<file path="src/rtl/apb_if.sv">
// apb_if: APB slave register bank for the image-rotation engine.
//
// Decodes single-cycle APB transfers (zero wait states, no error response) into
// configuration and command registers for the rotate core and its DMA, and
// returns core status on reads.
//
// Ports:
//   I_PCLK, I_PRESET_N           clock, asynchronous active-low reset
//   I_PSEL/I_PENABLE/I_PWRITE    APB control
//   I_PADDR, I_PWDATA            APB address (only [7:0] decoded) and write data
//   O_PRDATA, O_PREADY           APB read data and ready (both combinational)
//   I_ROT_IMG_NEW_*, I_CTRL_*    status from the rotate core
//   O_DMA_*, O_ROT_IMG_*         configuration registers and status mirrors
//   O_CTRL_START/RESET/INTR_CLEAR one-cycle command pulses
//   O_CTRL_INTR_MASK             interrupt mask level
//   O_CTRL_BEF/AFT_MASK, O_CTRL_BUSY  registered copies of core status
module apb_if (
  input  logic        I_PCLK,
  input  logic        I_PRESET_N,
  input  logic        I_PSEL,
  input  logic        I_PENABLE,
  input  logic        I_PWRITE,
  input  logic [31:0] I_PADDR,
  input  logic [31:0] I_PWDATA,
  output logic [31:0] O_PRDATA,
  output logic        O_PREADY,
  input  logic [15:0] I_ROT_IMG_NEW_H,
  input  logic [15:0] I_ROT_IMG_NEW_W,
  input  logic        I_CTRL_BEF_MASK,
  input  logic        I_CTRL_AFT_MASK,
  input  logic        I_CTRL_BUSY,
  output logic [31:0] O_DMA_SRC_IMG,
  output logic [31:0] O_DMA_DST_IMG,
  output logic [15:0] O_ROT_IMG_H,
  output logic [15:0] O_ROT_IMG_W,
  output logic [15:0] O_ROT_IMG_NEW_H,
  output logic [15:0] O_ROT_IMG_NEW_W,
  output logic [1:0]  O_ROT_IMG_MODE,
  output logic        O_ROT_IMG_DIR,
  output logic        O_CTRL_START,
  output logic        O_CTRL_RESET,
  output logic        O_CTRL_INTR_CLEAR,
  output logic        O_CTRL_INTR_MASK,
  output logic        O_CTRL_BEF_MASK,
  output logic        O_CTRL_AFT_MASK,
  output logic        O_CTRL_BUSY
);

  // Register offsets.
  localparam logic [7:0] AddrDmaSrc     = 8'h00;
  localparam logic [7:0] AddrDmaDst     = 8'h04;
  localparam logic [7:0] AddrImgH       = 8'h08;
  localparam logic [7:0] AddrImgW       = 8'h0C;
  localparam logic [7:0] AddrImgNewH    = 8'h10;
  localparam logic [7:0] AddrImgNewW    = 8'h14;
  localparam logic [7:0] AddrImgMode    = 8'h18;
  localparam logic [7:0] AddrImgDir     = 8'h1C;
  localparam logic [7:0] AddrStart      = 8'h20;
  localparam logic [7:0] AddrReset      = 8'h24;
  localparam logic [7:0] AddrIntrMask   = 8'h28;
  localparam logic [7:0] AddrBefMask    = 8'h2C;
  localparam logic [7:0] AddrAftMask    = 8'h30;
  localparam logic [7:0] AddrIntrClear  = 8'h34;
  localparam logic [7:0] AddrBusy       = 8'h38;

  logic [7:0] addr;
  logic       wr_en;
  logic       rd_en;

  // Upper address bits are intentionally not decoded (the block aliases every 256 bytes).
  logic unused_paddr;
  assign unused_paddr = ^I_PADDR[31:8];

  assign addr  = I_PADDR[7:0];
  assign wr_en = I_PSEL & I_PENABLE & I_PWRITE;
  assign rd_en = I_PSEL & ~I_PWRITE;

  // Configuration registers.
  logic [31:0] dma_src_q, dma_src_d;
  logic [31:0] dma_dst_q, dma_dst_d;
  logic [15:0] img_h_q, img_h_d;
  logic [15:0] img_w_q, img_w_d;
  logic [1:0]  img_mode_q, img_mode_d;
  logic        img_dir_q, img_dir_d;
  logic        intr_mask_q, intr_mask_d;

  // Command pulses.
  logic        start_q, start_d;
  logic        core_reset_q, core_reset_d;
  logic        intr_clear_q, intr_clear_d;

  // Status samples from the core.
  logic [15:0] img_new_h_q, img_new_h_d;
  logic [15:0] img_new_w_q, img_new_w_d;
  logic        bef_mask_q, bef_mask_d;
  logic        aft_mask_q, aft_mask_d;
  logic        busy_q, busy_d;

  always_comb begin
    dma_src_d    = dma_src_q;
    dma_dst_d    = dma_dst_q;
    img_h_d      = img_h_q;
    img_w_d      = img_w_q;
    img_mode_d   = img_mode_q;
    img_dir_d    = img_dir_q;
    intr_mask_d  = intr_mask_q;

    // Pulses self-clear; they only stay high if a new strobe arrives.
    start_d      = 1'b0;
    core_reset_d = 1'b0;
    intr_clear_d = 1'b0;

    // Status is sampled every cycle regardless of bus activity.
    img_new_h_d  = I_ROT_IMG_NEW_H;
    img_new_w_d  = I_ROT_IMG_NEW_W;
    bef_mask_d   = I_CTRL_BEF_MASK;
    aft_mask_d   = I_CTRL_AFT_MASK;
    busy_d       = I_CTRL_BUSY;

    if (wr_en) begin
      case (addr)
        AddrDmaSrc:    dma_src_d    = I_PWDATA;
        AddrDmaDst:    dma_dst_d    = I_PWDATA;
        AddrImgH:      img_h_d      = I_PWDATA[15:0];
        AddrImgW:      img_w_d      = I_PWDATA[15:0];
        AddrImgMode:   img_mode_d   = I_PWDATA[1:0];
        AddrImgDir:    img_dir_d    = I_PWDATA[0];
        AddrIntrMask:  intr_mask_d  = I_PWDATA[0];
        AddrStart:     start_d      = I_PWDATA[0];
        AddrReset:     core_reset_d = I_PWDATA[0];
        AddrIntrClear: intr_clear_d = I_PWDATA[0];
        // Read-only and unmapped offsets: write is dropped.
        default: ;
      endcase
    end
  end

  always_ff @(posedge I_PCLK or negedge I_PRESET_N) begin
    if (!I_PRESET_N) begin
      dma_src_q    <= '0;
      dma_dst_q    <= '0;
      img_h_q      <= '0;
      img_w_q      <= '0;
      img_mode_q   <= '0;
      img_dir_q    <= 1'b0;
      intr_mask_q  <= 1'b0;
      start_q      <= 1'b0;
      core_reset_q <= 1'b0;
      intr_clear_q <= 1'b0;
      img_new_h_q  <= '0;
      img_new_w_q  <= '0;
      bef_mask_q   <= 1'b0;
      aft_mask_q   <= 1'b0;
      busy_q       <= 1'b0;
    end else begin
      dma_src_q    <= dma_src_d;
      dma_dst_q    <= dma_dst_d;
      img_h_q      <= img_h_d;
      img_w_q      <= img_w_d;
      img_mode_q   <= img_mode_d;
      img_dir_q    <= img_dir_d;
      intr_mask_q  <= intr_mask_d;
      start_q      <= start_d;
      core_reset_q <= core_reset_d;
      intr_clear_q <= intr_clear_d;
      img_new_h_q  <= img_new_h_d;
      img_new_w_q  <= img_new_w_d;
      bef_mask_q   <= bef_mask_d;
      aft_mask_q   <= aft_mask_d;
      busy_q       <= busy_d;
    end
  end

  // Read mux: pulse registers and unmapped offsets read as zero.
  always_comb begin
    O_PRDATA = '0;
    if (rd_en) begin
      case (addr)
        AddrDmaSrc:   O_PRDATA = dma_src_q;
        AddrDmaDst:   O_PRDATA = dma_dst_q;
        AddrImgH:     O_PRDATA = {16'h0, img_h_q};
        AddrImgW:     O_PRDATA = {16'h0, img_w_q};
        AddrImgNewH:  O_PRDATA = {16'h0, img_new_h_q};
        AddrImgNewW:  O_PRDATA = {16'h0, img_new_w_q};
        AddrImgMode:  O_PRDATA = {30'h0, img_mode_q};
        AddrImgDir:   O_PRDATA = {31'h0, img_dir_q};
        AddrIntrMask: O_PRDATA = {31'h0, intr_mask_q};
        AddrBefMask:  O_PRDATA = {31'h0, bef_mask_q};
        AddrAftMask:  O_PRDATA = {31'h0, aft_mask_q};
        AddrBusy:     O_PRDATA = {31'h0, busy_q};
        default:      O_PRDATA = '0;
      endcase
    end
  end

  assign O_PREADY          = I_PSEL & I_PENABLE;

  assign O_DMA_SRC_IMG     = dma_src_q;
  assign O_DMA_DST_IMG     = dma_dst_q;
  assign O_ROT_IMG_H       = img_h_q;
  assign O_ROT_IMG_W       = img_w_q;
  assign O_ROT_IMG_NEW_H   = img_new_h_q;
  assign O_ROT_IMG_NEW_W   = img_new_w_q;
  assign O_ROT_IMG_MODE    = img_mode_q;
  assign O_ROT_IMG_DIR     = img_dir_q;
  assign O_CTRL_START      = start_q;
  assign O_CTRL_RESET      = core_reset_q;
  assign O_CTRL_INTR_CLEAR = intr_clear_q;
  assign O_CTRL_INTR_MASK  = intr_mask_q;
  assign O_CTRL_BEF_MASK   = bef_mask_q;
  assign O_CTRL_AFT_MASK   = aft_mask_q;
  assign O_CTRL_BUSY       = busy_q;

endmodule

</file>
<file path="config.mk">
export PLATFORM = sky130hd
export DESIGN_NAME = apb_if
export DESIGN_NICKNAME = d
export VERILOG_FILES = /design/src/rtl/apb_if.sv
export SDC_FILE = /design/constraint.sdc
export NUM_CORES = 1
export LEC_CHECK = 0
export CORE_MARGIN = 3
export CORE_UTILIZATION = 41
export DETAILED_ROUTE_END_ITERATION = 10
export GPL_TIMING_DRIVEN = 0
export PLACE_DENSITY = 0.79
export SYNTH_ARGS = -nofsm -noshare
export SYNTH_HDL_FRONTEND = slang
export SYNTH_SLANG_ARGS = --single-unit
export TNS_END_PERCENT = 20
</file>
<file path="constraint.sdc">
create_clock -name I_PCLK -period 4.2 [get_ports I_PCLK]
set_input_delay 0.63 -clock I_PCLK [delete_from_list [all_inputs] [get_ports I_PCLK]]
set_output_delay 0.63 -clock I_PCLK [all_outputs]
set_load 0.03 [all_outputs]
</file>
==> impl_metrics.toml, run 1 <==
[yosys]
synth-async-reset-ratio_pct = 100
syn_inst = 424
netlist.area_leader.share_pct = 55.4
syn_area_per_cell_um2 = 14.7
synth-seq-cells = 138
ys_warn_count = 0
yosysTopAreaCell = "dfrtp_1"
synthTopCellsByArea = "dfrtp_1, mux2_4, mux2_2"
synth.most_common_cell = "dfrtp_1"
synthTopCellsByCount = "dfrtp_1, mux2_4, mux2_2, a22oi_1, nor2_1"
yosysSeqAreaShare_pct = 55.4
syn-num-nets = 528
synth_cell_types = 43
ys.flop_type = "dfrtp_1"
synth_edf_count = 0
synth_area_mm2 = 0.00624

[floorplanning]
ioPinCount = 275
placement_rows = 44
die_w_um = 129
die-area_mm2 = 0.0167
initial_core_util_pct = 42.4
fp.dieH_um = 129
core_mm2 = 0.0147

[global_routing]
grt_pass1_wl_um = 30400
antenna_found_initial = 2
track_usage_pct = 24.2
grt_max_degree = 73
overflow = 0
first_global_vias = 5310

[pwr]
power.density_mw_per_mm2 = 345
fin_total_pwr_mw = 3.32
power_leakage_nw = 4.35
vdd_drop_max_mv = 0.239

[place]
gp_congestion = 0.872
dp_hpwl_um = 14900
dp.cells = 854
port-buffer-count = 245

[timing]
finClkSkew_ns = 0
hold_viol = 0
rsz0062_at_grt = "no"
post-route-period-util_pct = 95.9
fin_crit_ns = 4.03
max_freq_ghz = 0.248
relSlewSlack_pct = 45.8
drv_slew = 0
final-setup-viol-count = 0
tightest_slew_ns = 0.813

[worst_setup_path]
startpoint_type = "input port"
crit_arrival_ns = 3.40
crit_required_ns = 3.57
timing_worst_setup_path_type = "input port to output pin"
critPathMaxFanout = 9
cp-end-kind = "output pin"

[final_layout]
regArea_mm2 = 0.00345
syn_to_final_growth_pct = 54.3
fin_cells = 886
drive_above_1_share_pct = 26.1
fill_cells = 1079
nNetsFinal = 793
multiInputGateArea_mm2 = 0.00261

[clock_tree]
cts_inserted_buffers = 17
cts_max_level = 4
clk_latency_ns = 0.41
cts_setup_buffers = 0
root_buffer = "clkbuf_16"
clk_path_buf_depth = 2
clk_pin_slew_worst_paths_ns = 0.05
clock_sinks = 138
cts_tree = "yes"

[routing]
detail_route.wl_per_cell_um = 22.4
wl_um = 19800
remaining_drc_errors = 0
ant_nets = 0
dr.pass1.iters = 4
vias_per_cell = 5.48
vias = 4858
first_iter_violations = 154

[min_path]
hp-class = "input port to asynchronous set/reset pin"

[status]
status = "finished, final reports clean"

[run]
drv_cap = 0
-- area by class of cell --
type / count / area share, %
tap: 184 / 2.39
antenna: 1 / 0.0260
inverter: 10 / 0.390
clock inverter: 6 / 1.39
multi-input combinational: 249 / 27.1
sequential: 138 / 35.9
timing repair buffer: 246 / 25.8
clock buffer: 25 / 5.25
buffer: 27 / 1.76
-- critical path, stage by stage --
cell and delay (ns):
clkdlybuf4s50_1 0.47, or4_4 0.66, nor3_4 0.30, nand3_2 0.29, o22ai_1 0.31, clkdlybuf4s50_1 0.73
-- through the flow --
| step | setup TNS [ns] | setup WS (ns) | cell area, um^2 | hold slack (ns) | util [%] |
|---|---|---|---|---|---|
| final | 0 | 0.170 | 9620 | 0.230 | 65.5 |
| after CTS | 0 | 0.0320 | 9600 | 0.241 | 65.3 |
| after global placement | -392.19 | -2.85 | 8920 | 0.511 | 60.7 |
| after global routing | 0 | 0.0294 | 9620 | 0.276 | 65.5 |
| after detailed placement | -1.92 | -0.253 | 8950 | 0.516 | 60.9 |
| after floorplan | 0 | 1.22 | 6240 | 0.334 | - |
-- final timing paths --
check                                      startpoint                       endpoint  slack [ns]  depth (start not counted)
max                                        I_PADDR[5]                    O_PRDATA[5]        0.17                          6
min                                        I_PRESET_N  O_DMA_DST_IMG[17]$_DFFE_PN0P_        0.23                          1
max reg2reg                O_ROT_IMG_W[8]$_DFFE_PN0P_     O_ROT_IMG_W[8]$_DFFE_PN0P_        3.39                          1
min reg2reg                O_ROT_IMG_H[9]$_DFFE_PN0P_     O_ROT_IMG_H[9]$_DFFE_PN0P_        0.53                          1
max in group asynchronous                  I_PRESET_N   O_DMA_SRC_IMG[6]$_DFFE_PN0P_        3.20                          2
min in group I_PCLK        O_ROT_IMG_H[9]$_DFFE_PN0P_     O_ROT_IMG_H[9]$_DFFE_PN0P_        0.53                          1
-- placed cells by master, fill, tap and decap left out, types with 5 or more instances in the layout --
master	netlist	final
a22oi_1	32	32
nand3_1	7	6
mux4_2	11	11
mux2_2	47	47
clkbuf_1	8	9
o22ai_1	10	10
nor2_1	23	23
clkbuf_16	0	17
clkdlybuf4s50_1	0	244
buf_6	7	8
clkbuf_8	0	5
buf_2	9	10
inv_1	10	10
dfrtp_1	138	138
nand2_1	5	5
mux2_4	60	60
-- state kept, by name (all words and copies together), names as in the netlist --
signal             cells
O_ROT_IMG_H           16
O_ROT_IMG_NEW_W       16
O_CTRL_RESET           1
O_CTRL_BEF_MASK        1
O_ROT_IMG_NEW_H       16
O_CTRL_INTR_MASK       1
O_ROT_IMG_W           16
O_CTRL_AFT_MASK        1
O_CTRL_BUSY            1
O_ROT_IMG_DIR          1
O_CTRL_START           1
O_CTRL_INTR_CLEAR      1
O_ROT_IMG_MODE         2
O_DMA_DST_IMG         32
O_DMA_SRC_IMG         32
-- cells by family (layout without fill, tap and decap cells) --
logic type,after synthesis,in the layout,synth area share [%]
buf+inv,37,314,3.25
simple gates,66,66,6.86
mux,122,122,27.5
other cells,0,1,0
compound gates,61,61,6.96
flops,138,138,55.4
-- where the power goes --
part / total [mW] / internal (mW) / switching (mW)
logic: 0.335 / 0.158 / 0.176
clock network: 1.60 / 1.07 / 0.532
registers: 1.39 / 1.36 / 0.0237
total: 3.32 / 2.59 / 0.732
-- per-layer routing --
layer  share of wire [%]  track usage [%]
met1                  38             28.7
met2                  49             39.7
met3                  10             9.48
met4                 2.5             9.45
met5               0.035                0
-- what timing repair did --
item,in CTS,in global routing
gates resized for setup,5,3
hold buffers,0,0
setup endpoints to repair,13,6
Power figures use the tool's default switching activity.
==> run 2: changes to the inputs <==
- CORE_UTILIZATION: 41 -> 38
- PLACE_DENSITY: 0.79 -> 0.77
- clock period: 4.2 -> 3.6 ns (I/O delays scaled with it)
==> run 2 against run 1 <==
Compared with the run above:
- the flow now finishes with violations (setup timing)
- sequential cell count stayed put
- utilization is 4.9 points lower
- clock-buffer cell count is 7 lower
- sequential share of layout area is 0.26 points lower
- clock skew stayed put
- routed wire length is 5.7% higher
- critical path depth stayed put
- worst setup slack worse by 0.33 ns
- global-route usage is 0.56 points lower
- non-clock buffer count is 1 higher
- final cell count is 3.7% higher
- final area is 0.74% higher
==> impl_metrics.toml, run 2 (synthesis results as in run 1) <==
[status]
status = "complete, but fails checks"
violations = "setup timing"

[global_routing]
first_global_vias = 5309
grt_pass1_wl_um = 31900
overflow = 0
track_usage_pct = 23.6
grt_max_degree = 88
antenna_found_initial = 1

[worst_setup_path]
crit_required_ns = 3.06
timing_worst_setup_path_type = "input port to output pin"
cp-end-kind = "output pin"
slowest_stage = "clkdlybuf4s50_1"
crit_arrival_ns = 3.22
crit_path_frequent_cell = "clkdlybuf4s50_1"
max_stage_delay_ns = 0.71
crit_buf_inv = 2
crit_family = "buffers and inverters"
critPathMaxFanout = 9
worstPathCellList = "clkdlybuf4s50_1 -> or4_4 -> nor3_4 -> nand3_2 -> o22ai_1 -> clkdlybuf4s50_1"
startpoint_type = "input port"

[floorplanning]
ioPinCount = 275
fp.dieH_um = 134
placement_rows = 46
die_w_um = 134
core_mm2 = 0.0160
die-area_mm2 = 0.0180
initial_core_util_pct = 39.0

[timing]
tightest_slew_ns = 0.713
fin_tns_setup_ns = -0.834
max_freq_ghz = 0.266
relSlewSlack_pct = 52.3
drv_slew = 0
fin_crit_ns = 3.76
final-setup-viol-count = 8
finClkSkew_ns = 0
post-route-period-util_pct = 104
fin_ws_ns = -0.158
rsz0062_at_grt = "yes"
hold_viol = 0

[pwr]
p_comb_share_pct = 9.9
seqPwrFrac_pct = 40.9
switching_share_pct = 23.5
fin_total_pwr_mw = 3.95
clockPowerShare_pct = 49.2
vdd_drop_max_mv = 0.315
p_switching_mw = 0.928
power.density_mw_per_mm2 = 408
power_leakage_nw = 4.54
power.internal_mw = 3.03

[clock_tree]
cts_inserted_buffers = 17
root_buffer = "clkbuf_16"
cts_max_level = 4
clk_pin_slew_worst_paths_ns = 0.06
clock_sinks = 138
clk_latency_ns = 0.41
cts_tree = "yes"
clk_path_buf_depth = 2

[final_layout]
drive_above_1_share_pct = 27.0
layout_commonest_cell = "clkdlybuf4s50_1"
syn_to_final_growth_pct = 55.4
diodes = 0
nNetsFinal = 794
final_cell_mix = "clkdlybuf4s50_1, dfrtp_1, mux2_4, mux2_2, a22oi_1"

[place]
dp_hpwl_um = 15700
port-buffer-count = 245
gp_congestion = 0.903

[routing]
first_iter_violations = 231
remaining_drc_errors = 0
ant_nets = 0
detail_route.wl_per_cell_um = 22.8
vias = 4845
dr.pass1.iters = 5
wl_um = 21000
vias_per_cell = 5.27

[run]
drv_cap = 0

[min_path]
hp-class = "input port to asynchronous set/reset pin"
==> run 2: metal layers <==
| layer | share of wire [%] | global-route usage, % |
|---|---|---|
| met4 | 1.8 | 7.58 |
| met2 | 49 | 40.4 |
| met3 | 10 | 9.79 |
| met1 | 38 | 27.0 |
| met5 | 0.062 | 0 |
==> run 2: final cells by class <==
cell class                      count  area (um^2)
Clock inverter                     14          219
Sequential cell                   138         3450
Timing Repair Buffer              247         2490
Multi-Input combinational cell    249         2610
Buffer                             27          176
Inverter                           10         37.5
Clock buffer                       18          439
Tap cell                          216          270
Fill cell                        1266         6310
==> run 2: metrics by stage <==
step	area, um^2	util [%]	worst slack, ns	hold slack, ns	cells
final	9690	60.6	-0.158	0.0679	919
after global routing	9690	60.6	-0.258	0.0910	919
after CTS	9680	60.5	-0.137	0.0735	919
after detailed placement	8990	56.2	-0.680	0.516	886
after global placement	8960	56.0	-3.25	0.510	885
after floorplan	6240	-	0.799	0.244	424
==> run 2: repair_timing <==
action                                  in CTS  in global routing
pin swaps                                    1                  0
hold buffers                                 0                  0
endpoints found under the setup margin      32                 20
buffers inserted                             1                  0
resized for setup                           24                  6
==> run 2: power by group through the flow <==
stage | registers (mW) | logic [mW] | clock network, mW
2_1_floorplan | 1.71 | 0.0817 | 0
3_3_place_gp | 1.64 | 0.380 | 0
3_5_place_dp | 1.65 | 0.390 | 0
4_1_cts | 1.62 | 0.395 | 1.97
5_1_grt | 1.62 | 0.415 | 2.04
6_report | 1.62 | 0.390 | 1.95
==> run 2: worst paths after layout <==
check / to / slack [ns] / start / cells after the start
max reg2reg: O_ROT_IMG_H[8]$_DFFE_PN0P_ / 2.77 / O_ROT_IMG_H[8]$_DFFE_PN0P_ / 1
min: O_ROT_IMG_NEW_H[3]$_DFF_PN0_ / 0.07 / I_PRESET_N / 1
min reg2reg: O_ROT_IMG_W[4]$_DFFE_PN0P_ / 0.53 / O_ROT_IMG_W[4]$_DFFE_PN0P_ / 1
max in group asynchronous: O_DMA_SRC_IMG[10]$_DFFE_PN0P_ / 2.72 / I_PRESET_N / 2
max: O_PRDATA[2] / -0.16 / I_PADDR[5] / 6
min in group I_PCLK: O_CTRL_INTR_CLEAR$_DFF_PN0_ / 0.51 / I_PADDR[4] / 3
==> run 3: changes to the inputs <==
- CORE_UTILIZATION: 38 -> 41
- PLACE_DENSITY: 0.77 -> 0.79
- clock period: 3.6 -> 4 ns (I/O delays scaled with it)
==> run 3 against run 2 <==
Compared with the run above:
- routed wire length shrank 5.6%
- the run now ends clean
- clock skew is the same
- first-iteration DRC count decreased by 28%
- final cell count down 3.6%
- hold slack improved by 0.13 ns
- clock power down 14%
==> impl_metrics.toml, run 3 (synthesis results as in run 1) <==
[status]
status = "finished, final reports clean"

[pwr]
switching_share_pct = 22.0
power.density_mw_per_mm2 = 362
p_comb_share_pct = 10.1
vdd_drop_max_mv = 0.249
clockPowerShare_pct = 48.2
power_leakage_nw = 4.39
p_switching_mw = 0.769
power.internal_mw = 2.72
fin_total_pwr_mw = 3.49
seqPwrFrac_pct = 41.7

[timing]
hold_viol = 0
fin_crit_ns = 3.90
finClkSkew_ns = 0
tightest_slew_ns = 0.811
max_freq_ghz = 0.256
fin_tns_setup_ns = 0
final-setup-viol-count = 0
rsz0062_at_grt = "no"
post-route-period-util_pct = 97.6
relSlewSlack_pct = 45.9
drv_slew = 0

[place]
port-buffer-count = 245
dp_hpwl_um = 14900
gp_congestion = 0.872
place_area_mm2 = 0.00895

[floorplanning]
core_mm2 = 0.0147
ioPinCount = 275
placement_rows = 44
die-area_mm2 = 0.0167
die_w_um = 129
initial_core_util_pct = 42.4
fp.dieH_um = 129

[clock_tree]
clk_pin_slew_worst_paths_ns = 0.05
cts_max_level = 4
root_buffer = "clkbuf_16"
postCtsHoldBufs = 0
cts_setup_buffers = 0
clock_sinks = 138
clk_path_buf_depth = 2
cts_inserted_buffers = 17
cts_tree = "yes"
clk_latency_ns = 0.41

[global_routing]
first_global_vias = 5319
grt_pass1_wl_um = 30400
grt_max_degree = 73
antenna_found_initial = 2
overflow = 0
track_usage_pct = 24.2

[run]
drv_cap = 0

[worst_setup_path]
reg2reg_from = "O_ROT_IMG_W[8]$_DFFE_PN0P_"
crit_path_end = "O_PRDATA[2]"
critPathMaxFanout = 9
slowest_stage = "clkdlybuf4s50_1"
worstPathCellList = "clkdlybuf4s50_1 -> or4_4 -> nor3_4 -> nand3_2 -> o22ai_1 -> clkdlybuf4s50_1"
reg2reg_to = "O_ROT_IMG_W[8]$_DFFE_PN0P_"
reg2reg_depth = 1
crit_path_frequent_cell = "clkdlybuf4s50_1"
cp-end-kind = "output pin"
critPathLaunch = "I_PADDR[5]"
timing_worst_setup_path_type = "input port to output pin"
crit_required_ns = 3.40
rrSetupSlack_ns = 3.19
crit_arrival_ns = 3.30
max_stage_delay_ns = 0.72
startpoint_type = "input port"

[routing]
dr.pass1.iters = 4
detail_route.wl_per_cell_um = 22.3
wl_met3_um = 2160
dr_wl_met2_um = 9670
vias = 4809
ant_nets = 0
m1WireLength_um = 7480
wl_um = 19800
remaining_drc_errors = 0
first_iter_violations = 166
top_layer = "met5"
vias_per_cell = 5.43

[final_layout]
final_cell_mix = "clkdlybuf4s50_1, dfrtp_1, mux2_4, mux2_2, a22oi_1"
syn_to_final_growth_pct = 54.5
fill_cells = 1077
layout_commonest_cell = "clkdlybuf4s50_1"
nNetsFinal = 793
fin_area_mm2 = 0.00963
drive_above_1_share_pct = 26.2

[min_path]
hp-class = "input port to asynchronous set/reset pin"
run 3: metrics by stage:
stage               std cells  setup WS [ns]  hold WS [ns]  util, %
finish                    886         0.0975         0.199     65.5
global route              886         0.0259         0.246     65.5
CTS                       885         0.0441         0.211     65.4
detailed placement        854         -0.393         0.516     60.9
global placement          853          -3.02         0.511     60.7
floorplan                 424           1.08         0.304        -
run 3: power groups by stage:
stage | clock network [mW] | logic, mW | registers (mW)
after floorplan | 0 | 0.0735 | 1.54
after global placement | 0 | 0.343 | 1.48
after detailed placement | 0 | 0.352 | 1.48
after CTS | 1.72 | 0.356 | 1.45
after global routing | 1.79 | 0.373 | 1.46
final | 1.68 | 0.352 | 1.46
run 3: per-layer routing:
layer,vias up,track usage (%)
met4,2,9.64
li1,2100,-
met2,275,39.7
met1,2396,28.5
met3,36,9.52
met5,-,0
run 3: final cells by class:
class	count	area (um^2)	share of cell area, %
clock buffers	25	505	5.25
multi-input cells	249	2620	27.1
clock inverters	6	134	1.39
inverters	10	37.5	0.390
diodes	1	2.50	0.0260
repair buffers	246	2490	25.8
well taps	184	230	2.39
plain buffers	27	169	1.75
flip-flops and latches	138	3450	35.8
run 3: worst min-delay path by stage:
stage | endpoint | slack [ns] | startpoint
after floorplan | O_CTRL_AFT_MASK$_DFF_PN0_ | 0.30 | I_PRESET_N
after global placement | O_ROT_IMG_W[1]$_DFFE_PN0P_ | 0.51 | O_ROT_IMG_W[1]$_DFFE_PN0P_
after detailed placement | O_ROT_IMG_H[4]$_DFFE_PN0P_ | 0.52 | O_ROT_IMG_H[4]$_DFFE_PN0P_
after CTS | O_DMA_DST_IMG[17]$_DFFE_PN0P_ | 0.21 | I_PRESET_N
after global routing | O_DMA_DST_IMG[17]$_DFFE_PN0P_ | 0.25 | I_PRESET_N
final | O_DMA_DST_IMG[17]$_DFFE_PN0P_ | 0.20 | I_PRESET_N
run 3: repair_timing:
| action | 4_1_cts | 5_1_grt |
|---|---|---|
| gates cloned | 0 | 0 |
| endpoints found under the setup margin | 20 | 10 |
| resized for setup | 8 | 3 |
run 3: critical path: cells and delay by family:
family / cells / cell delay, ns
AO/OA/AOI/OAI: 1 / 0.26
buffers and inverters: 2 / 1.19
AND/OR/NAND/NOR: 3 / 1.24
